### src/rtl/eth_pkt_lib.sv
// Shared types and width helpers for the eth_pkt stream blocks.
// Zero-width fields are widened to one bit.
package eth_pkt_lib;

  typedef enum logic [0:0] {
    IDLE = 1'b0,
    PKT  = 1'b1
  } eth_pkt_rr_arb_state_t;

  localparam int unsigned STAT_W = 32;

  function automatic int unsigned one_for_zero(input int unsigned w);
    return (w == 32'd0) ? 32'd1 : w;
  endfunction

  // Bits needed to count the valid bytes of a data beat
  function automatic int unsigned mod_width(input int unsigned data_w);
    return one_for_zero(32'($clog2(data_w / 32'd8)));
  endfunction

  function automatic int unsigned idx_width(input int unsigned n);
    return one_for_zero(32'($clog2(n)));
  endfunction

endpackage

### src/rtl/eth_pkt_rr_sel.sv
// Combinational round-robin picker: the first requester at or after last+1 wins.
// The request vector is doubled so the rotate needs no wrap logic.
module eth_pkt_rr_sel
  import eth_pkt_lib::*;
#(
  parameter int unsigned  CHANNELS = 4,
  localparam int unsigned CH_W     = idx_width(CHANNELS)
) (
  input  logic [CHANNELS-1:0] req,
  input  logic [CH_W-1:0]     last,
  output logic [CH_W-1:0]     gnt_idx,
  output logic                gnt_any
);

  logic [2*CHANNELS-1:0] dbl;
  logic [CHANNELS-1:0]   rot;
  logic                  found;
  int unsigned           off;
  int unsigned           sum;

  always_comb begin
    dbl   = {req, req} >> (32'(last) + 32'd1);
    rot   = dbl[CHANNELS-1:0];
    off   = 32'd0;
    found = 1'b0;
    for (int i = 0; i < int'(CHANNELS); i++) begin
      if (rot[i] && !found) begin
        off   = 32'(i);
        found = 1'b1;
      end
    end
    // Map the rotated offset back to an absolute channel number
    sum = 32'(last) + 32'd1 + off;
    if (sum >= CHANNELS) begin
      sum = sum - CHANNELS;
    end
    gnt_idx = CH_W'(sum);
    gnt_any = |req;
  end

endmodule

### src/rtl/eth_pkt_rr_arb.sv
// Packet-level round-robin merge of CHANNELS eth_pkt streams onto one registered output.
// Define ETH_PKT_RR_ARB_STAT_EN to add per-channel packet counters on pkt_cnt_o.
module eth_pkt_rr_arb
  import eth_pkt_lib::*;
#(
  parameter int unsigned  CHANNELS = 4,
  parameter int unsigned  DATA_W   = 64,
  parameter int unsigned  TUSER_W  = 1,
  localparam int unsigned MOD_W    = mod_width(DATA_W),
  localparam int unsigned TU_W     = one_for_zero(TUSER_W),
  localparam int unsigned CH_W     = idx_width(CHANNELS)
) (
  input  logic                       clk_i,
  input  logic                       rst_n_i,
  input  logic [CHANNELS*DATA_W-1:0] in_data_i,
  input  logic [CHANNELS*MOD_W-1:0]  in_mod_i,
  input  logic [CHANNELS-1:0]        in_sop_i,
  input  logic [CHANNELS-1:0]        in_eop_i,
  input  logic [CHANNELS-1:0]        in_val_i,
  input  logic [CHANNELS*TU_W-1:0]   in_tuser_i,
  output logic [CHANNELS-1:0]        in_ready_o,
  output logic [DATA_W-1:0]          out_data_o,
  output logic [MOD_W-1:0]           out_mod_o,
  output logic                       out_sop_o,
  output logic                       out_eop_o,
  output logic                       out_val_o,
  output logic [TU_W-1:0]            out_tuser_o,
  input  logic                       out_ready_i,
  output logic [CH_W-1:0]            out_chan_o,
  output logic                       orphan_o
`ifdef ETH_PKT_RR_ARB_STAT_EN
  ,
  output logic [CHANNELS*STAT_W-1:0] pkt_cnt_o
`endif
);

  eth_pkt_rr_arb_state_t state;
  logic [CH_W-1:0]       grant;
  logic [CH_W-1:0]       last_grant;
  logic [CH_W-1:0]       sel_idx;
  logic                  sel_any;
  logic [CHANNELS-1:0]   req_c;
  logic [CHANNELS-1:0]   orphan_c;
  logic                  out_free;
  logic                  acc;
  logic                  g_val;
  logic                  g_sop;
  logic                  g_eop;
  logic [DATA_W-1:0]     g_data;
  logic [MOD_W-1:0]      g_mod;
  logic [TU_W-1:0]       g_tuser;

  eth_pkt_rr_sel #(
    .CHANNELS (CHANNELS)
  ) u_sel (
    .req     (req_c),
    .last    (last_grant),
    .gnt_idx (sel_idx),
    .gnt_any (sel_any)
  );

  // Request/orphan decode, granted-channel mux and per-channel ready
  always_comb begin
    req_c      = '0;
    orphan_c   = '0;
    in_ready_o = '0;
    g_val      = 1'b0;
    g_sop      = 1'b0;
    g_eop      = 1'b0;
    g_data     = '0;
    g_mod      = '0;
    g_tuser    = '0;
    out_free   = !out_val_o || out_ready_i;

    if (state == IDLE) begin
      req_c      = in_val_i & in_sop_i;
      orphan_c   = in_val_i & ~in_sop_i;
      in_ready_o = orphan_c;
    end

    for (int k = 0; k < int'(CHANNELS); k++) begin
      if (grant == CH_W'(k)) begin
        g_val   = in_val_i[k];
        g_sop   = in_sop_i[k];
        g_eop   = in_eop_i[k];
        g_data  = in_data_i[k*DATA_W +: DATA_W];
        g_mod   = in_mod_i[k*MOD_W +: MOD_W];
        g_tuser = in_tuser_i[k*TU_W +: TU_W];
        if (state == PKT) begin
          in_ready_o[k] = out_free;
        end
      end
    end

    acc = (state == PKT) && out_free && g_val;
  end

  // Arbitration FSM and output register
  always_ff @(posedge clk_i or negedge rst_n_i) begin
    if (!rst_n_i) begin
      state       <= IDLE;
      grant       <= '0;
      last_grant  <= CH_W'(CHANNELS - 1);
      out_data_o  <= '0;
      out_mod_o   <= '0;
      out_sop_o   <= 1'b0;
      out_eop_o   <= 1'b0;
      out_val_o   <= 1'b0;
      out_tuser_o <= '0;
      out_chan_o  <= '0;
      orphan_o    <= 1'b0;
    end else begin
      if (|orphan_c) begin
        orphan_o <= 1'b1;
      end

      case (state)
        IDLE: begin
          if (sel_any) begin
            grant      <= sel_idx;
            last_grant <= sel_idx;
            state      <= PKT;
          end
        end
        PKT: begin
          // Grant is held through gaps and new requests until eop is taken
          if (acc && g_eop) begin
            state <= IDLE;
          end
        end
        default: state <= IDLE;
      endcase

      if (acc) begin
        out_data_o  <= g_data;
        out_mod_o   <= g_mod;
        out_sop_o   <= g_sop;
        out_eop_o   <= g_eop;
        out_tuser_o <= g_tuser;
        out_chan_o  <= grant;
        out_val_o   <= 1'b1;
      end else if (out_ready_i) begin
        out_val_o <= 1'b0;
      end
    end
  end

`ifdef ETH_PKT_RR_ARB_STAT_EN
  // Count packets as their eop leaves the output register
  always_ff @(posedge clk_i or negedge rst_n_i) begin
    if (!rst_n_i) begin
      pkt_cnt_o <= '0;
    end else if (out_val_o && out_ready_i && out_eop_o) begin
      for (int k = 0; k < int'(CHANNELS); k++) begin
        if (out_chan_o == CH_W'(k)) begin
          pkt_cnt_o[k*STAT_W +: STAT_W] <= pkt_cnt_o[k*STAT_W +: STAT_W] + STAT_W'(1);
        end
      end
    end
  end
`endif

endmodule

### config.mk
export PLATFORM = sky130hd
export DESIGN_NAME = eth_pkt_rr_arb
export DESIGN_NICKNAME = d
export VERILOG_FILES = /design/src/rtl/eth_pkt_lib.sv /design/src/rtl/eth_pkt_rr_sel.sv /design/src/rtl/eth_pkt_rr_arb.sv
export SDC_FILE = /design/constraint.sdc
export NUM_CORES = 1
export LEC_CHECK = 0
export ABC_AREA = 1
export CAP_MARGIN = 10
export CORE_AREA = 5 5 140 142
export CTS_CLUSTER_DIAMETER = 80
export CTS_CLUSTER_SIZE = 14
export DETAILED_ROUTE_END_ITERATION = 10
export DIE_AREA = 0 0 145 147
export HOLD_SLACK_MARGIN = 0.02
export MAX_ROUTING_LAYER = met4
export PLACE_DENSITY = 0.66
export REMOVE_ABC_BUFFERS = 1
export SLEW_MARGIN = 10
export SYNTH_ARGS = -nofsm -noshare
export SYNTH_HDL_FRONTEND = slang
export SYNTH_SLANG_ARGS = --single-unit
### constraint.sdc
create_clock -name clk_i -period 2.2 [get_ports clk_i]
set_input_delay 0.33 -clock clk_i [delete_from_list [all_inputs] [get_ports clk_i]]
set_output_delay 0.33 -clock clk_i [all_outputs]
set_load 0.02 [all_outputs]
Yosys cells after proc, flatten, opt, wreduce, memory -nomap -nowiden
Index checks and enable logic that the tools add are counted.
Widths: inputs -> output; s select.
{"block": "totals", "register_bits": 79, "latchBits": 0, "ramBits": 0, "rom_bits": 0, "inputBits": 287, "out_inout_bits": 78, "elab_cells": 85, "mem_count": 0}
{"block": "classes", "addsub": 3, "n_mul": 0, "n_div": 0, "order_cmp": 1, "n_eq_ne": 3, "shift": 1, "mux": 46, "bitwise_logic": 4, "n_reduce_logical": 16}
{"cell": "$mux 64", "count": 4}
{"cell": "$ge 32x3->1 const B", "count": 1}
{"cell": "$mux 1", "count": 32}
{"cell": "$mux 3", "count": 4}
{"cell": "$and 4x4->4", "count": 2}
{"cell": "$mux 4", "count": 2}
{"cell": "$reduce_or 4->1", "count": 2}
{"cell": "$shr 8x3->4", "count": 1}
{"cell": "$logic_and 1x1->1", "count": 6}
{"cell": "$mux 2", "count": 3}
{"cell": "$add 3x2->4", "count": 1}
{"cell": "$eq 2x2->1 const B", "count": 2}
{"cell": "$logic_not 1->1", "count": 4}
{"cell": "$not 4->4", "count": 1}
{"cell": "$add 2x1->3 const B", "count": 1}
{"cell": "$eq 2x1->1 const B", "count": 1}
{"cell": "$logic_not 2->1", "count": 1}
{"cell": "$pmux 1 s2", "count": 1}
{"cell": "$reduce_and 2->1", "count": 1}
{"cell": "$reduce_bool 2->1", "count": 1}
{"cell": "$sub 2x1->2 const B", "count": 1}
{"cell": "$logic_or 1x1->1", "count": 1}
{"cell": "$not 1->1", "count": 1}

Depth between registers and ports, before layout
Gate-level depths: netlist (run 1).
{"block": "logic_depth", "word_depth": 16, "depth_mapped": 16}

Hierarchy
Synthesis (run 1) repeated with hierarchy kept, for this count alone.
{"block": "unflattened", "hier_cells": 783, "area_unflattened_um2": 4994.8}
{"module": "eth_pkt_rr_arb", "n_inst": 1, "cells_per_inst": 744, "area_each_um2": 4805.9, "seq_area_each_um2": 1979.4}
{"module": "eth_pkt_rr_sel", "n_inst": 1, "cells_per_inst": 39, "area_each_um2": 188.9, "seq_area_each_um2": 0.0}

Worst setup path before layout (run 1)
No wires, ideal clock.
{"block": "synth_path", "kind": "reg2reg", "startpoint": "reg state", "endpoint": "reg grant[1]", "setup_time_ps": 118, "t_arrival_ps": 1731, "t_required_ps": 2082, "path_slack_ps": 351, "stages_incl_launch_ff": 17, "period_less_slack_ps": 1849, "cell_sequence": "dfrtp_1 -> buf_2 -> inv_1 -> nand3_1 -> nand2_1 -> nand2_1 -> nand2_1 -> nand2_1 -> a21oi_1 -> o21bai_1 -> ha_1 -> xnor2_1 -> inv_1 -> nand3_1 -> nand2_1 -> nand2_1 -> nand2_1"}
{"block": "synth_via", "elab_chain_len": 15, "word_cells_on_any_way": 21, "classes_between": "add/sub (2); order compare (1); shift (1); mux (8); bitwise (1); reduce/logical (8)"}
{"item": "start, declared", "line_no": "eth_pkt_rr_arb.sv:37", "rtl": "eth_pkt_rr_arb_state_t state;"}
{"item": "start signal, assigned", "line_no": "eth_pkt_rr_arb.sv:101", "rtl": "state <= IDLE;"}
{"item": "start signal, assigned", "line_no": "eth_pkt_rr_arb.sv:122", "rtl": "state <= PKT;"}
{"item": "start signal, assigned", "line_no": "eth_pkt_rr_arb.sv:128", "rtl": "state <= IDLE;"}
{"item": "$mux 4", "line_no": "eth_pkt_rr_arb.sv:75", "rtl": "if (state == IDLE) begin"}
{"item": "$shr 8x3->4", "line_no": "eth_pkt_rr_sel.sv:22", "rtl": "dbl = {req, req} >> (32'(last) + 32'd1);"}
{"item": "$mux 1", "line_no": "eth_pkt_rr_sel.sv:27", "rtl": "if (rot[i] && !found) begin"}
{"item": "$logic_not 1->1", "line_no": "eth_pkt_rr_sel.sv:27"}
{"item": "$logic_and 1x1->1", "line_no": "eth_pkt_rr_sel.sv:27"}
{"item": "$mux 1", "line_no": "eth_pkt_rr_sel.sv:27"}
{"item": "$logic_not 1->1", "line_no": "eth_pkt_rr_sel.sv:27"}
{"item": "$logic_and 1x1->1", "line_no": "eth_pkt_rr_sel.sv:27"}
{"item": "$mux 1", "line_no": "eth_pkt_rr_sel.sv:27"}
{"item": "$logic_not 1->1", "line_no": "eth_pkt_rr_sel.sv:27"}
{"item": "$logic_and 1x1->1", "line_no": "eth_pkt_rr_sel.sv:27"}
{"item": "$mux 2", "line_no": "eth_pkt_rr_sel.sv:27"}
{"item": "$add 3x2->4", "line_no": "eth_pkt_rr_sel.sv:33", "rtl": "sum = 32'(last) + 32'd1 + off;"}
{"item": "$ge 32x3->1 or $sub 2x1->2 (tied branches)", "line_no": "eth_pkt_rr_sel.sv:34, eth_pkt_rr_sel.sv:35"}
{"item": "$mux 2", "line_no": "eth_pkt_rr_sel.sv:34", "rtl": "if (sum >= CHANNELS) begin"}
{"item": "end signal, assigned", "line_no": "eth_pkt_rr_arb.sv:120", "rtl": "grant <= sel_idx;"}
{"item": "end, declared", "line_no": "eth_pkt_rr_arb.sv:38", "rtl": "logic [CH_W-1:0] grant;"}
Parallel ways exist; a longest one is shown, timed or not.
A chain may end at the register's enable or synchronous reset.

Worst setup path after layout (run 1)
{"block": "layout_path", "startpoint": "in out_ready_i", "endpoint": "out in_ready_o[2]"}
{"block": "layout_via", "elab_chain_len": 3}
{"item": "start, declared", "line_no": "eth_pkt_rr_arb.sv:28", "rtl": "input logic out_ready_i,"}
{"item": "$logic_or 1x1->1", "line_no": "eth_pkt_rr_arb.sv:73", "rtl": "out_free = !out_val_o || out_ready_i;"}
{"item": "$mux 1", "line_no": "eth_pkt_rr_arb.sv:89", "rtl": "if (state == PKT) begin"}
{"item": "$mux 1", "line_no": "eth_pkt_rr_arb.sv:82", "rtl": "if (grant == CH_W'(k)) begin"}
{"item": "end, declared", "line_no": "eth_pkt_rr_arb.sv:21", "rtl": "output logic [CHANNELS-1:0] in_ready_o,"}
No other way between the ends.

==> flow_summary.ini, run 1 <==
[synthesis]
yosysTopAreaCell = dfrtp_1
synth_cell_types = 28
synthArstFlopShare = 1.00
ys_ff_latch = 79
netlist_instances = 683
yosys.area_share.simple = 0.337
synth_xor_area_frac = 0.00183
synth_top_family_by_area = simple AND/OR/NAND/NOR gates
synthAdderAreaFrac = 0.00261
synth.cell_area_mm2 = 0.00479
synth_common_cells = nand2_1, nand3_1, dfrtp_1
synth-seq-area-share = 0.414
synth.area.mux_share = 0
synth_top_area_share = 0.403
synth_compound_area_frac = 0.186
syn_area_per_cell_um2 = 7.01
synth_area_leaders = dfrtp_1, nand2_1, nand3_1
yosysMostFrequentCell = nand2_1
synth_ff_type = dfrtp_1
synth-edff-count = 0
yosysWarnings = 0

[flow_run]
max-cap-violations = 0

[global_routing]
grt_max_degree = 70
grt_pass1_vias = 5966
grt-ovfl-total = 0
grt_pass1_wl_mm = 32.3
grt_usage = 0.192
antenna_found_initial = 0

[worst_setup_path]
crit_fanout = 5
rr_worst_depth = 14
cp_data_required_time_ns = 1.87
crit_start = out_ready_i
cp-end-kind = output pin
path_class = in2out
rrSetupSlack_ns = 0.30
r2r_start = last_grant[0]
cp_data_arrival_time_ns = 1.73
startpoint_type = input pin
rr_endpoint = grant[1]

[placed_design]
port_buffers = 364
dp_hpwl_mm = 16.7
gp_congestion = 0.831
dp_slack_ns = -0.0409

[die]
die_area_mm2 = 0.0213
row_count = 50
start_util = 0.261
pin_count = 365
die_height_um = 147
core_mm2 = 0.0183
die_x_um = 145

[routing]
vias = 6072
detail_route.iter0.violations = 253
ant_nets = 0
wire_per_inst_um = 16.6
first_pass_iters = 4
wirelength_mm = 21.0
via_per_inst = 4.81
drc = 0

[final_layout]
area.sequential_mm2 = 0.00198
nNetsFinal = 1313
antenna_cells = 0
fill_cells = 1814
area_delta_synth_final_pct = 88.8
multi_input_comb_area_mm2 = 0.00255
drive_above_1_share = 0.0486

[power]
cellPowerDensity_mw_per_mm2 = 1300
finalPower_mw = 11.8
p_leak_nw = 3.88
ir_worst_vdd_mv = 0.808

[sta]
report.final.slew_viol_count = 0
max_slew_margin = 0.710
finalCritPeriodShare = 0.939
rsz0062_at_grt = false
fin_ws_ns = 0.135
hold_viol = 0
max_freq_ghz = 0.484
worstMarginPinSlew_ns = 0.435
clock_skew_ns = 0.00434
setup_violations = 0
layout_min_cycle_time_ns = 2.06

[min_path]
min_path_type = in2async

[cts]
cts_tree = yes
cts_root_buffer = clkbuf_16
h-tree-depth = 3
clkLatencyLatePin_ns = 0.33
cts_sinks = 79
cts_made_buffers = 9
ctsLongestPathBuffers = 2
clkTransAtPathRegs_ns = 0.06

[outcome]
outcome = finished clean
[flip-flops by register name (all words and copies together), names as in the netlist, 2 cells and up]
name        cells
grant           2
out_data_o     64
out_mod_o       3
last_grant      2
out_chan_o      2
[worst max-delay path: stages]
cell             delay [ns]
clkdlybuf4s50_1        0.45
inv_1                  0.03
nand2_1                0.15
a31o_2                 0.17
clkdlybuf4s50_1        0.59
[worst max path at each step]
| stage | slack [ns] | end |
|---|---|---|
| after floorplan | -2.27 | out_data_o[0] |
| after global placement | -0.03 | grant[1] |
| after detailed placement | -0.04 | grant[1] |
| after CTS | 0.02 | in_ready_o[3] |
| after global routing | 0.05 | grant[1] |
| final | 0.14 | in_ready_o[2] |
[cell families (layout without fill, tap and decap cells)]
family,count (synthesis),in the layout
AO/OA/AOI/OAI,153,153
XOR/XNOR,1,1
adder cells (fa/ha/maj),1,1
buffers and inverters,65,411
flip-flops,79,79
AND/OR/NAND/NOR,384,384
[layer usage]
metal,vias up,track usage,wire length [µm]
met5,-,-,0
met4,0,0.0504,373
met3,24,0.0463,1390
met2,242,0.331,10600
met1,2770,0.226,8650
li1,3036,-,-
[stage by stage]
step                      cell area [µm²]  cells  hold slack, ns  utilization  TNS (ns)
after floorplan                      4550    630          0.0344            -   -168.96
after global placement               8680   1247           0.304        0.474   -0.0253
after detailed placement             8680   1247           0.302        0.474   -0.0524
after CTS                            9020   1263           0.486        0.492         0
after global routing                 9030   1263           0.505        0.493         0
final                                9030   1263           0.475        0.493         0
[what timing repair did]
action	4_1_cts	5_1_grt
setup buffers	0	0
resized for setup	2	5
hold buffers	1	0
endpoints found under the setup margin	2	4
endpoints found under the hold margin	30	0
[layout by cell type (no fill, tap or decap), types with 2 or more instances in the layout]
cell type        count
clkdlybuf4s50_1    360
nand2_1            252
nand3_1            120
dfrtp_1             75
o21ai_1             71
a21oi_1             43
a221oi_1            29
buf_4               17
clkbuf_16            9
inv_1                8
inv_2                3
o21ai_0              3
clkbuf_8             3
buf_12               3
o21bai_1             2
nor2_4               2
o22ai_1              2
nor2_1               2
a31o_2               2
nor3_1               2
bufinv_16            2
dfrtp_2              2
dfstp_2              2
dlygate4sd2_1        2
[where the power goes]
| group | switching [mW] | leakage [nW] | total (mW) | internal [mW] |
|---|---|---|---|---|
| clock | 0.570 | 0.165 | 1.65 | 1.08 |
| sequential | 0.401 | 0.980 | 2.58 | 2.18 |
| combinational | 4.40 | 2.74 | 7.53 | 3.12 |
| total | 5.37 | 3.88 | 11.8 | 6.38 |
[cell type report]
cell class | count | area share
multi-input cells | 539 | 0.282
inverters | 12 | 0.00526
clock buffers | 12 | 0.0295
repair buffers | 384 | 0.424
well taps | 234 | 0.0324
clock inverters | 3 | 0.00720
flip-flops and latches | 79 | 0.219
No activity file was read; power rests on OpenSTA's default activity.
==> run 2, diff against run 1 <==
--- a/config.mk
+++ b/config.mk
@@ -14,7 +14,7 @@
 export DIE_AREA = 0 0 145 147
 export HOLD_SLACK_MARGIN = 0.02
 export MAX_ROUTING_LAYER = met4
-export PLACE_DENSITY = 0.66
+export PLACE_DENSITY = 0.63
 export REMOVE_ABC_BUFFERS = 1
 export SLEW_MARGIN = 10
 export SYNTH_ARGS = -nofsm -noshare
==> run 2 against run 1 <==
Against the previous run: maximum frequency rose by 4.1%; combinational power grew 2%; critical path depth fell by 1; cell area grew 0.62%; clock power is essentially flat; core utilization up 0.31 points; die area did not move; worst hold slack better by 0.0076 ns.
==> flow_summary.ini, run 2 (same netlist as run 1, synthesis figures left out) <==
[die]
start_util = 0.261
row_count = 50
die_x_um = 145
core_mm2 = 0.0183
die_area_mm2 = 0.0213
die_height_um = 147
pin_count = 365

[worst_setup_path]
crit_start = state
crit_fanout = 7
crit_path_end = in_ready_o[1]
cp_data_required_time_ns = 1.87
startpoint_type = flop
r2r_start = state
rrSetupSlack_ns = 0.24
path_class = reg2out
rr_endpoint = grant[1]
rr_worst_depth = 15
cp_data_arrival_time_ns = 1.65
cp-end-kind = output pin

[sta]
holdWs_ns = 0.483
hold_viol = 0
setup_violations = 0
rsz0062_at_grt = false
worstMarginPinSlew_ns = 0.497
report.final.slew_viol_count = 0
max_slew_margin = 0.669
layout_min_cycle_time_ns = 1.98
finalCritPeriodShare = 0.901
fin_ws_ns = 0.217
clock_skew_ns = 0.00605
setup-tns-final_ns = 0
max_freq_ghz = 0.504

[final_layout]
antenna_cells = 0
multi_input_comb_area_mm2 = 0.00254
area.sequential_mm2 = 0.00198
largest_reg_flops = 64
nNetsFinal = 1314
final_common_cell = clkdlybuf4s50_1
area_delta_synth_final_pct = 90.0
drive_above_1_share = 0.0485
layout_common_cells = clkdlybuf4s50_1, nand2_1, nand3_1
fill_cells = 1816
reg_top3 = out_data_o x64, out_mod_o x3
final_area_mm2 = 0.00909
regMostFlops = out_data_o

[cts]
cts_root_buffer = clkbuf_16
ctsLongestPathBuffers = 2
cts_sinks = 79
cts_made_buffers = 9
cts_tree = yes
cts_setup_buffers = 0
h-tree-depth = 3
clkLatencyLatePin_ns = 0.33
clkTransAtPathRegs_ns = 0.06

[global_routing]
grt_pass1_vias = 5765
antenna_found_initial = 0
grt_max_degree = 72
grt_pass1_wl_mm = 33.1
grt-ovfl-total = 0
grt_usage = 0.201

[placed_design]
dp_hpwl_mm = 16.8
gp_congestion = 0.903
dp_slack_ns = -0.00909
dpl-instance-area_mm2 = 0.00874
port_buffers = 364

[routing]
via_per_inst = 4.76
ant_nets = 0
wirelength_mm = 22.0
detail_route.iter0.violations = 285
first_pass_iters = 6
wire_per_inst_um = 17.4
drc = 0
vias = 6024

[power]
ir_worst_vdd_mv = 1.21
finalPower_mw = 11.9
cellPowerDensity_mw_per_mm2 = 1310
p_leak_nw = 3.91

[min_path]
min_path_type = reg2reg

[outcome]
outcome = finished clean

[flow_run]
max-cap-violations = 0
==> run 2: how the worst min path moves through the flow <==
stage                         from        endpoint  cells after the start
after floorplan            rst_n_i        grant[0]                      0
after global placement     rst_n_i  out_data_o[26]                      1
after detailed placement   rst_n_i  out_data_o[26]                      1
after CTS                 orphan_o        orphan_o                      1
after global routing      orphan_o        orphan_o                      1
final                     orphan_o        orphan_o                      1
==> run 2: repair_timing <==
action / CTS / global route
endpoints found under the hold margin: 34 / 0
endpoints found under the setup margin: 2 / 3
resized for setup: 2 / 4
hold buffers: 1 / 0
==> run 2: critical path, cell delays in order (launching register included) <==
cell           delay [ns]
dfrtp_1              0.38
buf_4                0.17
nor3_1               0.26
o21bai_1             0.15
dlygate4sd2_1        0.36
==> run 2: area by class of cell <==
type	instances	share of cell area
tap	234	0.0322
sequential	79	0.218
clock buffer	10	0.0263
inverter	12	0.00523
timing repair buffer	385	0.428
multi-input combinational	539	0.280
clock inverter	6	0.0102
==> run 2: layer usage <==
metal  routed length (µm)  GRT usage  vias to the layer above
met5                    0          -                        -
met4                  555     0.0659                        0
met3                 1630     0.0503                       35
met2                10900      0.333                      266
met1                 8990      0.240                     2679
li1                     -          -                     3044
==> run 2: where the power goes <==
group	total (mW)	switching, mW	internal (mW)
sequential	2.57	0.398	2.17
clock	1.66	0.625	1.03
combinational	7.67	4.48	3.19
==> run 2: per-stage QoR <==
step                      cells   util
final                      1265  0.496
after global routing       1265  0.496
after CTS                  1265  0.495
after detailed placement   1248  0.477
after global placement     1248  0.477
after floorplan             630      -
==> variant (flow settings as in run 2) <==
Change the parameter `DATA_W` from 64 to 32.
--- a/src/rtl/eth_pkt_rr_arb.sv
+++ b/src/rtl/eth_pkt_rr_arb.sv
@@ -4,7 +4,7 @@
   import eth_pkt_lib::*;
 #(
   parameter int unsigned  CHANNELS = 4,
-  parameter int unsigned  DATA_W   = 64,
+  parameter int unsigned  DATA_W   = 32,
   parameter int unsigned  TUSER_W  = 1,
   localparam int unsigned MOD_W    = mod_width(DATA_W),
   localparam int unsigned TU_W     = one_for_zero(TUSER_W),
Ports: changed (resized in_data_i, in_mod_i, out_data_o and out_mod_o); port bits go from 365 to 200. The function was not compared with the original's and may differ.
==> variant against run 2 <==
- design area shrank 42%
- worst setup slack worse by 0.031 ns
- sequential cell count is 33 lower
- critical path depth increased by 11
- power decreased by 44%
- routed wire length fell by 45%
- area after synthesis fell by 42%
- non-clock buffer count shrank 170
==> variant: results (changes against run 2) <==
clock group power 0.000871 W (-48%); min-delay worst type primary input to async pin; Worst path slowest cell dfrtp_1; Compound-Gate Fraction of Synth Area 21.1% (+2.5 points); grt met2 use 19.1% (-14 points); antenna violations before repair 0 (unchanged); post_cts resized 4 (+2); clock skew 0.00416 ns (-0.00189 ns); Net Switching 0.00302 W (-45%); status finished clean; Synth top cells by count 186 x nand2_1, 44 x dfrtp_1, 41 x o21ai_0; slowest cell delay on critical path 0.49 ns (+0.11 ns); Peak VDD IR 467 uV (-61%); family with the most delay on the worst path simple AND/OR/NAND/NOR gates; PortBufs 199 (-45%); Post-Synth Adder-Cell Area 0.451% (+0.19 points); first-pass GRT wire length 18.5 mm (-44%); GRT Total Usage 11.3% (-8.8 points); pre-CTS setup slack -0.0441 ns (-0.0350 ns); Seq/Total Area, Yosys 41.6% (+0.25 points); share of layout cells above drive strength 1 6.35% (+1.5 points); R2R setup slack 0.19 ns (-0.05 ns); Largest register FFs 32 (-50%); filler instances 1962 (+8.0%); mean post-synth cell area 7.24 um2 (+3.3%); DR vias 3390 (-44%); Initial DRC Count 113 (-60%); global-route met1 utilization 13.0% (-11 points); Nets 738 (-44%); crit-path max FO 8 (+1); DR WL met3 954 um (-41%); FMAX 497 MHz (-1.5%); CP endpoint kind flip-flop; Critical Path AT 2.19 ns (+0.54 ns); combinational power share 63.8% (-0.7 points); drt first pass iters 4 (-2); H-tree levels 2 (-1); pin count of the biggest net entering global routing 42 (-42%); DR WL met2 5.89 mm (-46%); Final Wtd Congestion 0.862 (-4.5%); average wire per standard cell 14.9 um (-15%); Final Non-Filler Cells 817 (-35%); P_leak 2.30 nW (-41%); clock buffer count from CTS 5 (-4); Power Dens Cells 1260 nW/um2 (-3.6%); XOR/XNOR Fraction of Synth Area 0.316% (+0.13 points); post-CTS setup buffers 0 (unchanged); Least-Margin Pin Slew 0.569 ns (+0.0725 ns); placed instance count 809 (-35%); distinct cell type count of the synthesized netlist 27 (-3.6%); placed cell area 5080 um2 (-42%); Post-Route M1 WL 5.12 mm (-43%); clk_lat worst skew 0.29 ns (-0.04 ns); HPWL after detailed placement 9.57 mm (-43%); Power Total 0.00662 W (-44%); largest cells by area after synthesis dfrtp_1 40%, nand2_1 25%, a221oi_1 11%; met3 GRT Util 3.33% (-1.7 points)
==> variant: cell count changes in the layout (fill, tap and decap cells not counted), moves of 5 or more <==
cell	delta
clkdlybuf4s50_1	-165
a221oi_1	+7
a21oi_1	-41
nand3_1	-108
dfrtp_1	-32
o21ai_0	+38
buf_12	-5
o21ai_1	-68
nand2_1	-66
==> variant: final cells by class <==
class | count | share of cell area (%)
flip-flops and latches | 46 | 22.0
well taps | 234 | 5.58
clock buffers | 7 | 2.53
multi-input cells | 299 | 27.6
clock inverters | 1 | 0.572
inverters | 15 | 1.07
repair buffers | 215 | 40.6
==> variant: how the worst min path moves through the flow <==
stage,startpoint,end,slack (ns),cells after the start
3_5_place_dp,rst_n_i,out_data_o[9],0.37,1
2_1_floorplan,rst_n_i,grant[0],0.03,0
5_1_grt,rst_n_i,out_data_o[9],0.07,1
3_3_place_gp,rst_n_i,out_data_o[9],0.37,1
6_report,rst_n_i,out_data_o[9],0.02,1
4_1_cts,rst_n_i,out_data_o[9],0.04,1
